File: src/rtl/hack_pkg.sv
// Shared Hack datapath constants and word type.
package hack_pkg;

    localparam int unsigned HACK_WIDTH = 16;

    typedef logic [HACK_WIDTH-1:0] hack_word_t;

endpackage

File: src/rtl/not16_unit_if.sv
// Operand/result bundle for the 16-bit inverter unit.
interface not16_unit_if
    import hack_pkg::*;
#(
    parameter int unsigned WIDTH = HACK_WIDTH
);

    logic [WIDTH-1:0] in;
    logic             en;
    logic [WIDTH-1:0] out;
    logic [WIDTH-1:0] out_q;
    logic             out_valid;

    modport master (
        output in,
        output en,
        input  out,
        input  out_q,
        input  out_valid
    );

    modport slave (
        input  in,
        input  en,
        output out,
        output out_q,
        output out_valid
    );

endinterface

File: src/rtl/not16_unit_not1_nand.sv
// Single-bit inverter built from a two-input nand with both inputs tied together.
module not1_nand (
    input  wire i_a,
    output wire o_y
);

    nand u_nand (o_y, i_a, i_a);

endmodule

File: src/rtl/not16_unit.sv
// Bitwise inverter: combinational complement plus a registered copy with valid flag.
module not16_unit
    import hack_pkg::*;
#(
    parameter int unsigned WIDTH       = HACK_WIDTH,
    parameter bit          NAND_STRUCT = 1'b1
) (
    input  logic         clk,
    input  logic         rst_n,
    not16_unit_if.slave  bus
);

    logic [WIDTH-1:0] w_out;
    logic [WIDTH-1:0] r_out_q;
    logic             r_out_valid;

    if (NAND_STRUCT) begin : g_nand
        for (genvar i = 0; i < WIDTH; i++) begin : g_bit
            not1_nand u_not (
                .i_a (bus.in[i]),
                .o_y (w_out[i])
            );
        end
    end else begin : g_beh
        assign w_out = ~bus.in;
    end

    // Combinational path is independent of clock, reset and enable.
    assign bus.out = w_out;

    always_ff @(posedge clk or negedge rst_n) begin
        if (!rst_n) begin
            r_out_q     <= '0;
            r_out_valid <= 1'b0;
        end else if (bus.en) begin
            r_out_q     <= w_out;
            r_out_valid <= 1'b1;
        end
    end

    assign bus.out_q     = r_out_q;
    assign bus.out_valid = r_out_valid;

endmodule

File: src/flat_wrapper.sv
// flat-port wrapper written by rule: the top's interface ports become plain ports
module not16_unit_flat import hack_pkg::*;
#(
    parameter int unsigned WIDTH       = HACK_WIDTH,
    parameter bit          NAND_STRUCT = 1'b1
)
  (clk, rst_n, bus_in, bus_en, bus_out, bus_out_q, bus_out_valid);
  not16_unit_if #(.WIDTH(WIDTH)) bus_i ();
  input  logic clk;
  input  logic rst_n;
  input wire logic [$bits(bus_i.in)-1:0] bus_in;
  input wire logic [$bits(bus_i.en)-1:0] bus_en;
  output wire logic [$bits(bus_i.out)-1:0] bus_out;
  output wire logic [$bits(bus_i.out_q)-1:0] bus_out_q;
  output wire logic [$bits(bus_i.out_valid)-1:0] bus_out_valid;
  assign bus_i.in = bus_in;
  assign bus_i.en = bus_en;
  assign bus_out = bus_i.out;
  assign bus_out_q = bus_i.out_q;
  assign bus_out_valid = bus_i.out_valid;
  not16_unit #(.WIDTH(WIDTH), .NAND_STRUCT(NAND_STRUCT)) u_core (.clk(clk), .rst_n(rst_n), .bus(bus_i));
endmodule
File: config.mk
export PLATFORM = sky130hd
export DESIGN_NAME = not16_unit_flat
export DESIGN_NICKNAME = d
export VERILOG_FILES = /design/src/rtl/hack_pkg.sv /design/src/rtl/not16_unit_if.sv /design/src/rtl/not16_unit_not1_nand.sv /design/src/rtl/not16_unit.sv /design/src/flat_wrapper.sv
export SDC_FILE = /design/constraint.sdc
export NUM_CORES = 1
export LEC_CHECK = 0
export ABC_AREA = 1
export CAP_MARGIN = 10
export CORE_ASPECT_RATIO = 0.9
export CORE_MARGIN = 10
export CORE_UTILIZATION = 39
export DETAILED_ROUTE_END_ITERATION = 6
export HOLD_SLACK_MARGIN = 0.02
export PLACE_DENSITY = 0.92
export SYNTH_ARGS = -nofsm -noshare
export SYNTH_HDL_FRONTEND = slang
export SYNTH_SLANG_ARGS = --single-unit
File: constraint.sdc
create_clock -name clk -period 2 [get_ports clk]
set_input_delay 0.4 -clock clk [delete_from_list [all_inputs] [get_ports clk]]
set_output_delay 0.4 -clock clk [all_outputs]
set_load 0.005 [all_outputs]
==> results of run 1 <==
[cell families (layout without fill, tap and decap cells)]
| group | after synthesis | count (layout) | share of synthesized area, % |
|---|---|---|---|
| simple gates | 49 | 49 | 23.2 |
| flops | 17 | 17 | 49.7 |
| buf+inv | 36 | 74 | 27.0 |
[metrics by stage]
step | util, % | hold WS, ns | std cells
CTS | 59.8 | 0.443 | 167
global placement | 58.5 | 0.450 | 163
finish | 59.8 | 0.448 | 167
floorplan | - | 0.104 | 102
global route | 59.8 | 0.448 | 167
detailed placement | 58.5 | 0.458 | 163
[path summary, 6_finish.rpt]
check	slack [ns]	start	end	cells past startpoint
setup / recovery	0.21	bus_in[12]	bus_out[12]	3
hold / removal	0.45	rst_n	u_core.bus.out_q[10]$_DFFE_PN0P_	2
setup reg to reg	1.30	u_core.bus.out_valid$_DFFE_PN0P_	u_core.bus.out_valid$_DFFE_PN0P_	1
hold reg to reg	0.48	u_core.bus.out_q[3]$_DFFE_PN0P_	u_core.bus.out_q[3]$_DFFE_PN0P_	2
max in group asynchronous	1.37	rst_n	u_core.bus.out_q[5]$_DFFE_PN0P_	2
min in group clk	0.48	u_core.bus.out_q[3]$_DFFE_PN0P_	u_core.bus.out_q[3]$_DFFE_PN0P_	2
[state kept, by name, indices dropped and copies added (netlist names)]
signal                count
u_core.bus.out_valid      1
u_core.bus.out_q         16
[cells in the mapped netlist]
cell / n / area, um^2
buf_12: 1 / 20.0
buf_4: 16 / 120
buf_6: 2 / 22.5
dfrtp_1: 17 / 425
inv_1: 16 / 60.1
inv_6: 1 / 8.76
nand2_1: 43 / 161
nand2_2: 5 / 31.3
or2_1: 1 / 6.26
[critical path: cells and delay by family]
kind	cells	cell delay, ns
buffers and inverters	3	1.00
[cell type report]
| class | instances | area (um^2) |
|---|---|---|
| timing repair buffer | 53 | 526 |
| sequential | 17 | 425 |
| clock buffer | 3 | 22.5 |
| fill | 204 | 862 |
| multi-input combinational | 49 | 199 |
| tap | 27 | 33.8 |
| inverter | 17 | 68.8 |
| clock inverter | 1 | 5.00 |
[layer usage]
layer,routed length [um],up-vias
met1,872,326
li1,-,349
met2,1040,35
met5,0,-
met3,301,0
met4,0,0
[power by group through the flow]
stage | registers, mW | logic, mW | clock network (mW)
3_5_place_dp | 0.395 | 0.201 | 0
4_1_cts | 0.389 | 0.202 | 0.190
6_report | 0.389 | 0.196 | 0.178
2_1_floorplan | 0.398 | 0.0786 | 0
3_3_place_gp | 0.394 | 0.196 | 0
5_1_grt | 0.392 | 0.217 | 0.207
==> flow_metrics.tcl, run 1 <==
set metrics [dict create \
    status "complete, no violations" \
    fin_nets 160 \
    synth_cell_type_count 9 \
    pre_cts_ws_ns 0.198 \
    htreeDepth 1 \
    dieArea_um2 4470 \
    synth-seq-area-share_pct 49.7 \
    maxCapViolations 0 \
    cts_resized 0 \
    area_growth_pct 49.6 \
    worstSetupPathType "in -> out" \
    post-route-cell-area_um2 1280 \
    diodes 0 \
    clk_latency_ns 0.28 \
    postCtsSetupBuffers 0 \
    final_cell_mix "clkdlybuf4s50_1, nand2_1, dfrtp_1, inv_1, nand2_2" \
    start_util_pct 40.0 \
    fp.dieH_um 64.4 \
    max_stage_delay_ns 0.52 \
    cp-end-kind "output port" \
    internal_power_mw 0.570 \
    place_hpwl_mm 1.77 \
    numPortBuffers 51 \
    path_clk_slew_ns 0.10 \
    setup_violations 0 \
    synthCells 102 \
    io_pins 52 \
    holdCritPathClass "in -> async" \
    switching_power_mw 0.192 \
    wire_per_inst_um 13.2 \
    fp-row-count 16 \
    dr_total_vias 710 \
    grt_pass1_vias 796 \
    power.density_nw_per_um2 595 \
    layout_commonest_cell "clkdlybuf4s50_1" \
    numCtsBuffers 3 \
    path_cells "clkdlybuf4s50_1, inv_1, clkdlybuf4s50_1" \
    leakage_nw 0.661 \
    finalCritPeriodShare_pct 89.5 \
    pwr-share-clk_pct 23.3 \
    gp_congestion 0.752 \
    max_slew_margin_pct 62.7 \
    top_usage_layer "met2" \
    clock_path_buffers 2 \
    path_max_fanout 2 \
    use_met1_pct 9.57 \
    dpl_cell_area_um2 1250 \
    p_comb_share_pct 25.7 \
    grt_pass1_wl_mm 3.67 \
    tightest_slew_ns 0.558 \
    period_needed_ns 1.79 \
    die_x_um 69.4 \
    syn_area_um2 856 \
    grtUsageMet2_pct 17.0 \
    rsz0062_at_grt "no" \
    cp.arrival_ns 1.39 \
    grt_max_degree 18 \
    final.setup.worst_slack_ns 0.210 \
    max_freq_ghz 0.559 \
    antenna_left 0 \
    tns_ns 0 \
    final_max_slew_viol_count 0 \
    use_met3_pct 6.09 \
    crit_path_start_kind "input pin" \
    overflow 0 \
    crit_slowest_cell "clkdlybuf4s50_1" \
    hold_viol_final 0 \
    coreArea_um2 2140 \
    remaining_drc_errors 0 \
    seqPwrFrac_pct 51.0 \
    yosys_warnings 0 \
    cp_common_cell "clkdlybuf4s50_1" \
    drt_first_pass_iters 2 \
    clock_sink_count 17 \
    drive_above_1_share_pct 8.57 \
    antenna_found_initial 0 \
    viasPerCell 4.25 \
    synth_nets 121 \
    routed_wl_mm 2.21 \
    tritoncts "built" \
    grtUsageTotal_pct 9.72 \
    finClkSkew_ns 0 \
    first_iter_violations 40 \
    synth-seq-cells 17 \
    syn_area_per_cell_um2 8.39 \
    clockRootBuffer "clkbuf_4" \
    holdBufCountCts 0 \
    switching_share_pct 25.2 \
    power.total_mw 0.762 \
    ir_worst_vdd_uv 372 \
    critical_path_required_ns 1.60 \
]
(Power assumes the default switching activity.)
==> run 2, diff against run 1 <==
Settings changed: GPL_TIMING_DRIVEN set to 0, REMOVE_ABC_BUFFERS set to 1.
==> flow_metrics.tcl, run 2 (synthesis results as in run 1) <==
set metrics [dict create \
    dieArea_um2 4470 \
    first_iter_violations 28 \
    htreeDepth 1 \
    worstHoldStart "u_core.bus.out_q[11]$_DFFE_PN0P_" \
    clock_sink_count 17 \
    grt_pass1_wl_mm 3.67 \
    clockRootBuffer "clkbuf_4" \
    max_slew_margin_pct 49.4 \
    reg2reg_setup_slack_ns 1.30 \
    finClkSkew_ns 0 \
    antenna_left 0 \
    critPathLaunch "bus_in[3]" \
    fp.dieH_um 64.4 \
    layout_commonest_cell "clkdlybuf4s50_1" \
    numCtsBuffers 3 \
    period_needed_ns 1.80 \
    final_max_slew_viol_count 0 \
    io_pins 52 \
    fin_nets 158 \
    diodes 0 \
    power.density_nw_per_um2 601 \
    cp.arrival_ns 1.40 \
    setup_violations 0 \
    maxCapViolations 0 \
    status "complete, no violations" \
    antenna_found_initial 0 \
    ir_worst_vdd_uv 330 \
    fp-row-count 16 \
    pre_cts_ws_ns 0.182 \
    critical_path_required_ns 1.60 \
    finalCritPeriodShare_pct 89.9 \
    grt_max_degree 19 \
    cp-end-kind "output port" \
    clock_path_buffers 2 \
    holdBufCountCts 0 \
    drt_first_pass_iters 4 \
    remaining_drc_errors 0 \
    leakage_nw 0.647 \
    final_cells 165 \
    start_util_pct 40.0 \
    cts_resized 0 \
    cp_common_cell "clkdlybuf4s50_1" \
    clk_latency_ns 0.28 \
    tns_ns 0 \
    path_cells "clkdlybuf4s50_1, inv_1, clkdlybuf4s50_1" \
    largest_reg_flops 16 \
    max_stage_delay_ns 0.52 \
    worstSetupPathType "in -> out" \
    path_max_fanout 2 \
    routed_wl_mm 2.16 \
    critical_path.top_delay_family "buffers and inverters" \
    crit_slowest_cell "clkdlybuf4s50_1" \
    r2r-start "u_core.bus.out_valid$_DFFE_PN0P_" \
    max_freq_ghz 0.556 \
    tritoncts "built" \
    path_buf_inv 3 \
    final.setup.worst_slack_ns 0.202 \
    wire_per_inst_um 13.1 \
    die_x_um 69.4 \
    rsz0062_at_grt "no" \
    drive_above_1_share_pct 7.25 \
    postCtsSetupBuffers 0 \
    grt_pass1_vias 761 \
    coreArea_um2 2140 \
    placed_cells 161 \
    dr_total_vias 692 \
    place_hpwl_mm 1.78 \
    overflow 0 \
    holdCritPathClass "reg -> reg" \
    hold_viol_final 0 \
    path_clk_slew_ns 0.10 \
    area_growth_pct 48.1 \
    gp_congestion 0.736 \
    numPortBuffers 51 \
    power.total_mw 0.762 \
    grtUsageTotal_pct 9.77 \
    crit_path_start_kind "input pin" \
    tightest_slew_ns 0.757 \
    viasPerCell 4.19 \
    final_cell_mix "clkdlybuf4s50_1, nand2_1, dfrtp_1, inv_1, nand2_2" \
]
-- run 2: cell type report --
cell class	count	area, um^2
clock buffer	3	22.5
clock inverter	1	7.51
fill	193	875
inverter	17	68.8
multi-input combinational	49	199
sequential	17	425
tap	27	33.8
timing repair buffer	51	510
-- run 2: per-stage QoR --
stage / hold WS (ns) / util, % / instance area [um^2]
2_1_floorplan: 0.104 / - / 693
3_3_place_gp: 0.447 / 57.8 / 1240
3_5_place_dp: 0.456 / 57.8 / 1240
4_1_cts: 0.487 / 59.2 / 1270
5_1_grt: 0.508 / 59.2 / 1270
6_report: 0.480 / 59.2 / 1270
-- run 2: where the power goes --
| group | switching, mW | internal, mW |
|---|---|---|
| clock | 0.105 | 0.0757 |
| sequential | 0.0169 | 0.372 |
| combinational | 0.0711 | 0.121 |
-- run 2: path summary, 6_finish.rpt --
| check | endpoint | cells after the start |
|---|---|---|
| worst min-delay path | u_core.bus.out_q[11]$_DFFE_PN0P_ | 2 |
| max in group asynchronous | u_core.bus.out_q[4]$_DFFE_PN0P_ | 1 |
| worst min register to register | u_core.bus.out_q[11]$_DFFE_PN0P_ | 2 |
| worst max-delay path | bus_out[3] | 3 |
| min in group asynchronous | u_core.bus.out_q[13]$_DFFE_PN0P_ | 1 |
| worst max register to register | u_core.bus.out_valid$_DFFE_PN0P_ | 1 |
-- run 2: metal layers --
metal / routed length, um / GRT usage (%) / share of wire (%) / up-vias
li1: - / - / - / 345
met1: 816 / 10.1 / 38 / 314
met2: 1100 / 17.8 / 51 / 33
met3: 242 / 4.87 / 11 / 0
met4: 0 / 1.51 / 0 / 0
met5: 0 / 0 / 0 / -
